==> src/rtl/s_rle_pkg.sv <==
// s_rle_pkg
// Shared definitions for the status run-length monitor.
//   S_W        : width of the upstream status vector
//   DEF_CNT_W  : default run-length counter width
//   DEF_DEPTH  : default number of FIFO records
//   rle_rec_t  : one (code, run-length) record at the default counter width
package s_rle_pkg;

   localparam int S_W       = 3;
   localparam int DEF_CNT_W = 8;
   localparam int DEF_DEPTH = 4;

   typedef struct packed {
      logic [S_W-1:0]       code;
      logic [DEF_CNT_W-1:0] run;
   } rle_rec_t;

endpackage

==> src/rtl/rle_fifo.sv <==
// rle_fifo
// Small record FIFO between the run-length encoder and the trace reader.
// Ports:
//   clk, rst_n      : clock, asynchronous active-low reset
//   push, rec_in    : write request and record from the encoder
//   ready           : reader accepts the head record this cycle
//   head            : head record, zero while empty
//   valid           : head record present (not empty)
//   full, empty     : occupancy flags decoded from the count register
//   drop            : a push was refused because the FIFO was full with no pop
module rle_fifo #(
   parameter int DEPTH = 4,
   parameter int REC_W = 11
) (
   input  logic             clk,
   input  logic             rst_n,
   input  logic             push,
   input  logic [REC_W-1:0] rec_in,
   input  logic             ready,
   output logic [REC_W-1:0] head,
   output logic             valid,
   output logic             full,
   output logic             empty,
   output logic             drop
);

   localparam int PTR_W = $clog2(DEPTH);
   localparam logic [PTR_W:0] FULL_CNT = (PTR_W+1)'(DEPTH);

   logic [REC_W-1:0] mem [DEPTH];
   logic [PTR_W-1:0] wrPtr;
   logic [PTR_W-1:0] rdPtr;
   logic [PTR_W:0]   count;
   logic             pop;
   logic             wrEn;

   // A pop frees the slot the push needs, so a full FIFO can still accept a
   // record on an edge where the head leaves; only a push without a pop drops.
   assign empty = (count == '0);
   assign full  = (count == FULL_CNT);
   assign valid = !empty;
   assign pop   = ready && !empty;
   assign wrEn  = push && (!full || pop);
   assign drop  = push && full && !pop;
   assign head  = empty ? '0 : mem[rdPtr];

   // Pointers and occupancy; pointers wrap naturally because DEPTH is a power of two.
   always_ff @(posedge clk or negedge rst_n) begin
      if (!rst_n) begin
         wrPtr <= '0;
         rdPtr <= '0;
         count <= '0;
      end else begin
         if (wrEn) begin
            wrPtr <= wrPtr + 1'b1;
         end
         if (pop) begin
            rdPtr <= rdPtr + 1'b1;
         end
         if (wrEn && !pop) begin
            count <= count + 1'b1;
         end else if (pop && !wrEn) begin
            count <= count - 1'b1;
         end
      end
   end

   // Record storage needs no reset: the head is masked to zero while empty.
   always_ff @(posedge clk) begin
      if (wrEn) begin
         mem[wrPtr] <= rec_in;
      end
   end

endmodule

==> src/rtl/s_rle_monitor.sv <==
// s_rle_monitor
// Samples the 3-bit status vector every clock, run-length encodes it into
// (code, run) records and queues them for a slow reader.
// Ports:
//   CLK, RSTN             : clock, asynchronous active-low reset
//   S                     : status vector, sampled each rising edge
//   OUT_VALID, OUT_READY  : valid/ready handshake for the head record
//   OUT_CODE, OUT_RUN     : head record code and run length (1..2^CNT_W-1)
//   FULL, EMPTY           : FIFO occupancy flags
//   OVF                   : sticky, a record was dropped since reset
module s_rle_monitor
   import s_rle_pkg::*;
#(
   parameter int DEPTH = DEF_DEPTH,
   parameter int CNT_W = DEF_CNT_W
) (
   input  logic             CLK,
   input  logic             RSTN,
   input  logic [S_W-1:0]   S,
   output logic             OUT_VALID,
   input  logic             OUT_READY,
   output logic [S_W-1:0]   OUT_CODE,
   output logic [CNT_W-1:0] OUT_RUN,
   output logic             FULL,
   output logic             EMPTY,
   output logic             OVF
);

   localparam int REC_W = S_W + CNT_W;
   localparam logic [CNT_W-1:0] RUN_MAX = '1;

   logic             primed;
   logic [S_W-1:0]   curCode;
   logic [CNT_W-1:0] run;
   logic             push;
   logic             drop;
   logic [REC_W-1:0] head;

   // The open run closes on a code change or when its counter saturates; a
   // saturated run is split and continues as a fresh run of the same code.
   assign push = primed && ((S != curCode) || (run == RUN_MAX));

   // Run tracking: the first edge after reset only captures the code.
   always_ff @(posedge CLK or negedge RSTN) begin
      if (!RSTN) begin
         primed  <= 1'b0;
         curCode <= '0;
         run     <= '0;
      end else if (!primed) begin
         primed  <= 1'b1;
         curCode <= S;
         run     <= CNT_W'(1);
      end else if (push) begin
         curCode <= S;
         run     <= CNT_W'(1);
      end else begin
         run     <= run + 1'b1;
      end
   end

   // Drop history is sticky so the reader can tell the trace has a gap.
   always_ff @(posedge CLK or negedge RSTN) begin
      if (!RSTN) begin
         OVF <= 1'b0;
      end else if (drop) begin
         OVF <= 1'b1;
      end
   end

   rle_fifo #(
      .DEPTH (DEPTH),
      .REC_W (REC_W)
   ) u_fifo (
      .clk    (CLK),
      .rst_n  (RSTN),
      .push   (push),
      .rec_in ({curCode, run}),
      .ready  (OUT_READY),
      .head   (head),
      .valid  (OUT_VALID),
      .full   (FULL),
      .empty  (EMPTY),
      .drop   (drop)
   );

   assign OUT_CODE = head[REC_W-1 -: S_W];
   assign OUT_RUN  = head[CNT_W-1:0];

endmodule

==> config.mk <==
export PLATFORM = sky130hd
export DESIGN_NAME = s_rle_monitor
export DESIGN_NICKNAME = d
export VERILOG_FILES = /design/src/rtl/s_rle_pkg.sv /design/src/rtl/rle_fifo.sv /design/src/rtl/s_rle_monitor.sv
export SDC_FILE = /design/constraint.sdc
export NUM_CORES = 1
export LEC_CHECK = 0
export BUFFER_PORTS_ARGS = -buffer_cell sky130_fd_sc_hd__buf_2
export CORE_MARGIN = 3
export CORE_UTILIZATION = 35
export CTS_BUF_LIST = sky130_fd_sc_hd__clkbuf_4 sky130_fd_sc_hd__clkbuf_8 sky130_fd_sc_hd__clkbuf_16
export CTS_CLUSTER_DIAMETER = 80
export DETAILED_ROUTE_END_ITERATION = 10
export GPL_ROUTABILITY_DRIVEN = 0
export PLACE_DENSITY = 0.63
export SETUP_SLACK_MARGIN = 0.15
export SYNTH_ARGS = -nofsm -noshare
export SYNTH_HDL_FRONTEND = slang
export SYNTH_SLANG_ARGS = --single-unit
==> constraint.sdc <==
create_clock -name CLK -period 4.6 [get_ports CLK]
set_input_delay 0.46 -clock CLK [delete_from_list [all_inputs] [get_ports CLK]]
set_output_delay 0.46 -clock CLK [all_outputs]
set_load 0.02 [all_outputs]
Yosys cells after proc, flatten, opt, wreduce, memory -nomap -nowiden
Memories as Yosys holds them, arrays and structs flattened.
Cells that the tools add are included.
{"block": "totals", "register_bits": 20, "ramBits": 44, "latch_bits": 0, "memories": 1, "mem_bits_ro": 0}
{"memory": "u_fifo.mem", "depth": 4, "word_bits": 11, "rd": 1, "rd_ports_with_merged_regs": 0, "wr": 1, "line": "rle_fifo.sv:30", "text": "logic [REC_W-1:0] mem [DEPTH];"}
{"block": "classes", "addsub": 5, "shift": 0, "n_bitwise": 0, "reduce_logical": 15, "mul": 0, "eq_ne": 4, "n_lt_le_gt_ge": 0, "n_mux": 9, "n_div": 0}
{"cell": "$mux W8", "n": 2}
{"cell": "$mux W3", "n": 4}
{"cell": "$mux W11", "n": 1}
{"cell": "$add A8 B1 Y8 const B", "n": 1}
{"cell": "$eq A8 B8 Y1 const B", "n": 1}
{"cell": "$logic_and A1 B1 Y1", "n": 7}
{"cell": "$add A2 B1 Y2 const B", "n": 2}
{"cell": "$logic_not A1 Y1", "n": 4}
{"cell": "$add A3 B1 Y3 const B", "n": 1}
{"cell": "$eq A3 B3 Y1 const B", "n": 1}
{"cell": "$logic_not A3 Y1", "n": 1}
{"cell": "$ne A3 B3 Y1", "n": 1}
{"cell": "$sub A3 B1 Y3 const B", "n": 1}
{"cell": "$logic_or A1 B1 Y1", "n": 2}
{"cell": "$mux W1", "n": 2}
{"cell": "$ne A2 B1 Y1 const B", "n": 1}
{"cell": "$reduce_bool A2 Y1", "n": 1}

Longest topological paths before layout
Gate-level depths: netlist of the first run.
{"block": "depth", "depth_word": 9, "depth_mapped": 10}

By module
Synthesis of the first run repeated with hierarchy kept, for this count alone.
{"block": "unflattened", "cells_unflattened": 158, "area_unflattened_um2": 2655.0}
{"module": "rle_fifo", "cells_per_inst": 106, "seq_area_each_um2": 1496.4, "area_each_um2": 2090.8, "n_inst": 1}
{"module": "s_rle_monitor", "cells_per_inst": 52, "seq_area_each_um2": 325.3, "area_each_um2": 564.3, "n_inst": 1}

Worst setup path after synthesis of the first run
Ideal clock, no wire load.
{"block": "synth_path", "kind": "reg2reg", "start": "register run[0]", "end": "register u_fifo.count[2]", "slack_ns": 2.120, "stages_incl_launch_ff": 11, "required_ns": 4.520, "synth_period_minus_slack_ns": 2.480, "setup_time_ns": 0.080, "t_arrival_ns": 2.400, "path_cell_list": "dfrtp_1 > ha_1 > and4_4 > nand4_4 > a221oi_4 > ha_1 > inv_1 > fa_1 > xor2_1 > nor2_1 > xnor2_1"}
{"block": "synth_via", "elab_chain_cells": 7, "elab_cells_between_ends": 9, "classes_between": "eq/ne (1); mux (1); reduce/logical (7)"}
{"element": "start, declared", "line": "s_rle_monitor.sv:34", "text": "logic [CNT_W-1:0] run;"}
{"element": "start signal, assigned", "line": "s_rle_monitor.sv:57", "text": "run <= run + 1'b1;"}
{"element": "$eq A8 B8 Y1 *", "line": "s_rle_monitor.sv:41", "text": "assign push = primed && ((S != curCode) || (run == RUN_MAX));"}
{"element": "$logic_or A1 B1 Y1 *", "line": "s_rle_monitor.sv:41"}
{"element": "$logic_and A1 B1 Y1 *", "line": "s_rle_monitor.sv:41"}
{"element": "$logic_and A1 B1 Y1 *", "line": "rle_fifo.sv:43", "text": "assign wrEn = push && (!full || pop);"}
{"element": "via u_fifo.wrEn", "line": "rle_fifo.sv:35", "text": "logic wrEn;"}
{"element": "$logic_not A1 Y1", "line": "rle_fifo.sv:62", "text": "end else if (pop && !wrEn) begin"}
{"element": "$logic_and A1 B1 Y1", "line": "rle_fifo.sv:62"}
{"element": "$reduce_bool A2 Y1 (no source line)"}
{"element": "end signal, assigned", "line": "rle_fifo.sv:61", "text": "count <= count + 1'b1;"}
{"element": "end signal, assigned", "line": "rle_fifo.sv:63", "text": "count <= count - 1'b1;"}
{"element": "end, declared", "line": "rle_fifo.sv:33", "text": "logic [PTR_W:0] count;"}
The timed path passes the listed nets; every way through them passes the cells marked *.
A chain may end at the register's enable or synchronous reset.

Worst setup path in the final report of the first run
Same ends and word-level chain as after synthesis.

==> results of run 1 <==
[placed cells by master, fill, tap and decap left out, types with 2 or more instances in the layout]
cell type,netlist,final
inv_1,8,8
nor2_1,8,8
mux4_2,11,11
clkinvlp_4,0,2
nand2_1,5,5
clkinv_2,0,3
and2_1,12,12
xnor2_1,6,6
edfxtp_1,44,44
nor3_1,2,2
clkbuf_8,0,9
buf_2,1,20
nand4_1,2,2
xor2_1,9,9
nand3_1,3,3
ha_1,6,6
and2_2,4,4
dfrtp_1,20,20
[per-stage QoR]
step / hold slack (ns) / total power, W
after detailed placement: 0.450 / 0.00141
after CTS: 0.0815 / 0.00187
final: 0.0892 / 0.00184
after global placement: 0.445 / 0.00140
after floorplan: 0.164 / 0.00123
after global routing: 0.0946 / 0.00195
[worst reg2reg max path, cell delays in order (launching register included)]
cell and delay, ns:
dfrtp_1 0.48, ha_1 0.27, and4_4 0.26, nand4_4 0.15
a221oi_4 0.46, ha_1 0.25, inv_1 0.06, fa_1 0.37
xor2_1 0.15, nor2_1 0.11, xnor2_1 0.13
[cell type report]
type / count / area share [%]
flip-flops and latches: 64 / 59.8
multi-input cells: 78 / 25.5
clock buffers: 10 / 4.32
well taps: 99 / 4.07
repair buffers: 20 / 3.29
clock inverters: 6 / 1.97
inverters: 8 / 0.986
[registers in the layout (all words and copies together), names as in the netlist]
name,flops
OVF,1
primed,1
u_fifo.rdPtr,2
u_fifo.mem,44
u_fifo.wrPtr,2
run,8
curCode,3
u_fifo.count,3
[cell usage after synthesis (2+ instances only)]
cell	instances	area [µm²]
ha_1	6	75.1
and2_2	4	30.0
dfrtp_1	20	500
clkbuf_1	4	15.0
xor2_1	9	78.8
nand4_1	2	12.5
nand2_1	5	18.8
mux4_2	11	248
nand3_1	3	15.0
inv_1	8	30.0
nor3_1	2	10.0
and2_1	12	75.1
nor2_1	8	30.0
xnor2_1	6	52.6
edfxtp_1	44	1320
[how the worst max path moves through the flow]
stage / from / to
after floorplan: run[0] / u_fifo.count[2]
after global placement: run[0] / u_fifo.count[2]
after detailed placement: run[0] / u_fifo.count[2]
after CTS: run[0] / u_fifo.count[2]
after global routing: run[0] / u_fifo.count[2]
final: run[0] / u_fifo.count[2]
[layer usage]
layer | routed length (µm) | vias up
li1 | - | 611
met1 | 2160 | 645
met2 | 2030 | 20
met3 | 147 | 7
met4 | 70 | 0
met5 | 0 | -
[power by group through the flow]
stage | sequential, W | combinational, W | clock, W
global placement | 0.000835 | 0.000562 | 0
finish | 0.000821 | 0.000558 | 0.000458
floorplan | 0.000782 | 0.000449 | 0
detailed placement | 0.000837 | 0.000569 | 0
CTS | 0.000827 | 0.000571 | 0.000473
global route | 0.000843 | 0.000609 | 0.000499
[logic make-up (layout without fill, tap and decap cells)]
group | Yosys count | count (layout) | share of synthesized area [%]
fa+ha+maj | 7 | 7 | 3.58
buf+inv | 14 | 44 | 2.03
flops | 64 | 64 | 68.7
xor+xnor | 15 | 15 | 4.95
simple gates | 40 | 40 | 8.92
compound gates | 2 | 2 | 1.37
other cells | 1 | 1 | 0.141
mux | 13 | 13 | 10.3
==> impl_metrics.json, run 1 <==
{
  "area.sequential_um2": 1820,
  "grt_pass1_wl_um": 7320,
  "fin_worst_skew_ns": 0.00948,
  "first_global_vias": 1376,
  "wire_per_inst_um": 15.5,
  "grt_use_total_pct": 11.6,
  "die_w_um": 93.1,
  "synth_area_um2": 2650,
  "finalWorstSetupSlack_ns": 1.85,
  "cts_sinks": 64,
  "first_pass_iters": 4,
  "clk_pin_slew_ns": 0.07,
  "setup_violations": 0,
  "drt-vias-per-instance": 4.50,
  "arrival_ns": 3.01,
  "ys_warn_count": 0,
  "fin_area_um2": 3040,
  "synth_nets": 169,
  "internal_power_w": 0.00124,
  "detailed_place_hpwl_um": 2760,
  "finalSetupTns_ns": 0,
  "die_h_um": 93.1,
  "finalCriticalPeriod_ns": 2.75,
  "ctsLongestPathBuffers": 2,
  "synth_flop_cell": "edfxtp_1",
  "diodes": 0,
  "max_slew_margin_pct": 44.9,
  "p_switching_w": 0.000594,
  "ff2ff_path_depth": 10,
  "drive_gt1_share_pct": 30.1,
  "drt-initial-drc-count": 61,
  "crit_type": "reg2reg",
  "ys_types": 27,
  "r2r_end": "u_fifo.count[2]",
  "ff2ff_setup_slack_ns": 1.85,
  "status": "complete, no violations",
  "cts_setup_buffers": 0,
  "fillers": 691,
  "vias": 1283,
  "pwr-share-comb_pct": 30.4,
  "grt_max_degree": 21,
  "synth-edff-count": 44,
  "met2_usage_pct": 17.2,
  "cts_root_buf": "clkbuf_8",
  "slowest_stage": "dfrtp_1",
  "cp_common_cell": "ha_1",
  "hold_violations": 0,
  "clk_latency_ns": 0.33,
  "worstHoldPathType": "in2async",
  "syn_avg_cell_area_um2": 17.0,
  "placed_cell_area_um2": 2850,
  "drc": 0,
  "powerDensity_nw_per_um2": 604,
  "rows": 31,
  "cp_cell_sequence": "ha_1 > and4_4 > nand4_4 > a221oi_4 > ha_1 > inv_1 > fa_1 > xor2_1 > nor2_1 > xnor2_1",
  "initial_core_util_pct": 36.4,
  "drv_cap": 0,
  "detail-route-antenna-nets": 0,
  "area_growth_pct": 14.8,
  "min_period_over_period_pct": 59.9,
  "cp-start-kind": "flop",
  "netlist_instances": 156,
  "cts_tree": "built",
  "worstPathMaxFanout": 8,
  "max_freq_mhz": 363,
  "crit_path_end_kind": "flop",
  "top_usage_layer": "met2",
  "core_um2": 7290,
  "async_flop_share_pct": 31.3,
  "place_inst": 269,
  "use_met3_pct": 3.78,
  "rsz0062_at_grt": "no",
  "numPortBuffers": 20,
  "peakVddDrop_uv": 240,
  "slowest_delay_ns": 0.48,
  "finalMaxSlewViolations": 0,
  "antenna_found_initial": 0,
  "grtUsageMet1_pct": 15.6,
  "num_io_pins": 21,
  "grt.overflow.total": 0,
  "max_slew.worst_pin.slew_ns": 0.827,
  "fin_util_pct": 41.7,
  "hold_buffers": 0,
  "ys_ff_latch": 64,
  "p_leak_nw": 1.17,
  "swShare_pct": 32.3,
  "multi_input_comb_area_um2": 777,
  "cp.depth": 10,
  "die_area_um2": 8660,
  "place_ws_ns": 1.84,
  "routed_wl_um": 4410,
  "critPathRequiredTime_ns": 4.86,
  "clockPowerShare_pct": 24.9,
  "cp_top_family": "adder cells",
  "yosysSeqAreaShare_pct": 68.7,
  "post_cts_resized": 0,
  "htree_levels": 3,
  "crit_buf_inv": 1,
  "rr_startpoint": "run[0]",
  "pwr-share-seq_pct": 44.7,
  "fin_cells": 285,
  "numCtsBuffers": 9,
  "layout.nets": 194
}
No activity file was read; power rests on OpenSTA's default activity.
==> run 2: changes to the inputs <==
- clock period: 4.6 -> 2.6 ns (I/O delays scaled with it)
==> run 2 against run 1 <==
Core utilization increased by 1.7 points. Clock power increased by 100%. Register-to-register slack got worse by 1.6 ns. Combinational power increased by 94%. Sequential share of layout area decreased by 2.4 points. Die area unchanged. Sequential power increased by 71%.
==> impl_metrics.json, run 2 (synthesis gave the netlist of run 1 again) <==
{
  "p_leak_nw": 1.23,
  "total_power_w": 0.00340,
  "powerDensity_nw_per_um2": 1070,
  "clk_pin_slew_ns": 0.07,
  "cts_root_buf": "clkbuf_8",
  "die_w_um": 93.1,
  "grt_use_total_pct": 11.8,
  "swShare_pct": 30.8,
  "area.sequential_um2": 1820,
  "layout_common_cells": "44 x edfxtp_1, 20 x dfrtp_1, 20 x buf_2, 12 x and2_1, 11 x mux4_2",
  "drv_cap": 0,
  "detail-route-antenna-nets": 0,
  "first_global_vias": 1424,
  "critPathRequiredTime_ns": 2.86,
  "ff2ff_setup_slack_ns": 0.27,
  "grt_pass1_wl_um": 7510,
  "core_um2": 7290,
  "final_common_cell": "edfxtp_1",
  "clk_latency_ns": 0.33,
  "worstPathMaxFanout": 3,
  "max_freq_mhz": 430,
  "htree_levels": 3,
  "cts_tree": "built",
  "drt-initial-drc-count": 54,
  "cts_sinks": 64,
  "numPortBuffers": 20,
  "grt_max_degree": 21,
  "drive_gt1_share_pct": 34.2,
  "die_h_um": 93.1,
  "max_slew.worst_pin.slew_ns": 0.597,
  "finalCriticalPeriod_ns": 2.33,
  "fillers": 675,
  "worstHoldPathType": "in2reg",
  "peakVddDrop_uv": 327,
  "area_growth_pct": 19.5,
  "finalSetupTns_ns": 0,
  "rsz0062_at_grt": "no",
  "cp-start-kind": "flop",
  "clockPowerShare_pct": 27.1,
  "largest-register": "u_fifo.mem",
  "detailed_place_hpwl_um": 2750,
  "largest_register_ffs": 44,
  "min_period_over_period_pct": 89.5,
  "wire_per_inst_um": 15.2,
  "hold_violations": 0,
  "drt-vias-per-instance": 4.55,
  "diodes": 0,
  "grt.overflow.total": 0,
  "p_switching_w": 0.00105,
  "drc": 0,
  "layout.nets": 205,
  "multi_input_comb_area_um2": 795,
  "pwr-share-seq_pct": 41.2,
  "routed_wl_um": 4480,
  "place_ws_ns": 0.154,
  "finalWorstSetupSlack_ns": 0.272,
  "reg.largest.list": "u_fifo.mem: 44 flops, run: 8 flops",
  "finalMaxSlewViolations": 0,
  "fin_area_um2": 3170,
  "fin_worst_skew_ns": 0.00817,
  "setup_violations": 0,
  "ctsLongestPathBuffers": 2,
  "initial_core_util_pct": 36.4,
  "die_area_um2": 8660,
  "num_io_pins": 21,
  "internal_power_w": 0.00235,
  "vias": 1341,
  "max_slew_margin_pct": 60.2,
  "pwr-share-comb_pct": 31.7,
  "first_pass_iters": 4,
  "status": "complete, no violations",
  "numCtsBuffers": 9,
  "antenna_found_initial": 0,
  "crit_type": "reg2reg",
  "crit_path_end_kind": "flop",
  "rows": 31,
  "arrival_ns": 2.58,
  "placed_cell_area_um2": 2910
}
## run 2: power groups by stage
stage | registers, W | clock network [W] | logic, W
after floorplan | 0.00139 | 0 | 0.000797
after global placement | 0.00142 | 0 | 0.00109
after detailed placement | 0.00143 | 0 | 0.00110
after CTS | 0.00141 | 0.000936 | 0.00111
after global routing | 0.00143 | 0.000980 | 0.00119
final | 0.00140 | 0.000923 | 0.00108
## run 2: layout make-up
class | instances | share of cell area, %
Sequential cell | 64 | 57.5
Multi-Input combinational cell | 78 | 25.1
Timing Repair Buffer | 31 | 5.84
Clock buffer | 11 | 4.58
Tap cell | 99 | 3.91
Clock inverter | 4 | 2.17
Inverter | 8 | 0.947
## run 2: layer usage
metal,vias to the layer above,track usage [%],share of wire [%]
met5,-,0,0
met4,0,6.23,2.4
met3,9,2.65,2.5
met2,24,19.7,49
met1,667,14.4,46
li1,641,-,-
## run 2: path summary, 6_finish.rpt
check,cells after the start,endpoint,startpoint
worst min-delay path,1,curCode[0],S[0]
worst max register to register,10,u_fifo.count[2],run[0]
worst max-delay path,10,u_fifo.count[2],run[0]
worst min register to register,1,OVF,OVF
min in group asynchronous,2,curCode[1],RSTN
max in group asynchronous,2,run[4],RSTN
## run 2: stage by stage
| step | hold WS (ns) | cells | util [%] |
|---|---|---|---|
| 2_1_floorplan | -0.0356 | 156 | - |
| 3_3_place_gp | 0.247 | 275 | 39.8 |
| 3_5_place_dp | 0.246 | 275 | 39.8 |
| 4_1_cts | 0.0415 | 292 | 43.0 |
| 5_1_grt | 0.0420 | 295 | 43.5 |
| 6_report | 0.0559 | 295 | 43.5 |
## run 2: worst max-delay path: stages (launching register included)
cell,delay (ns)
dfrtp_1,0.40
ha_4,0.16
and4_4,0.24
nand4_4,0.13
a221oi_4,0.34
ha_2,0.23
inv_1,0.05
fa_2,0.33
xor2_1,0.15
nor2_1,0.11
xnor2_1,0.12
## run 2: repair_timing
action | 4_1_cts | 5_1_grt
setup endpoints to repair | 1 | 2
endpoints found under the hold margin | 20 | 0
resized for setup | 0 | 1
setup buffers | 1 | 3
hold buffers | 1 | 0
pin swaps | 0 | 5
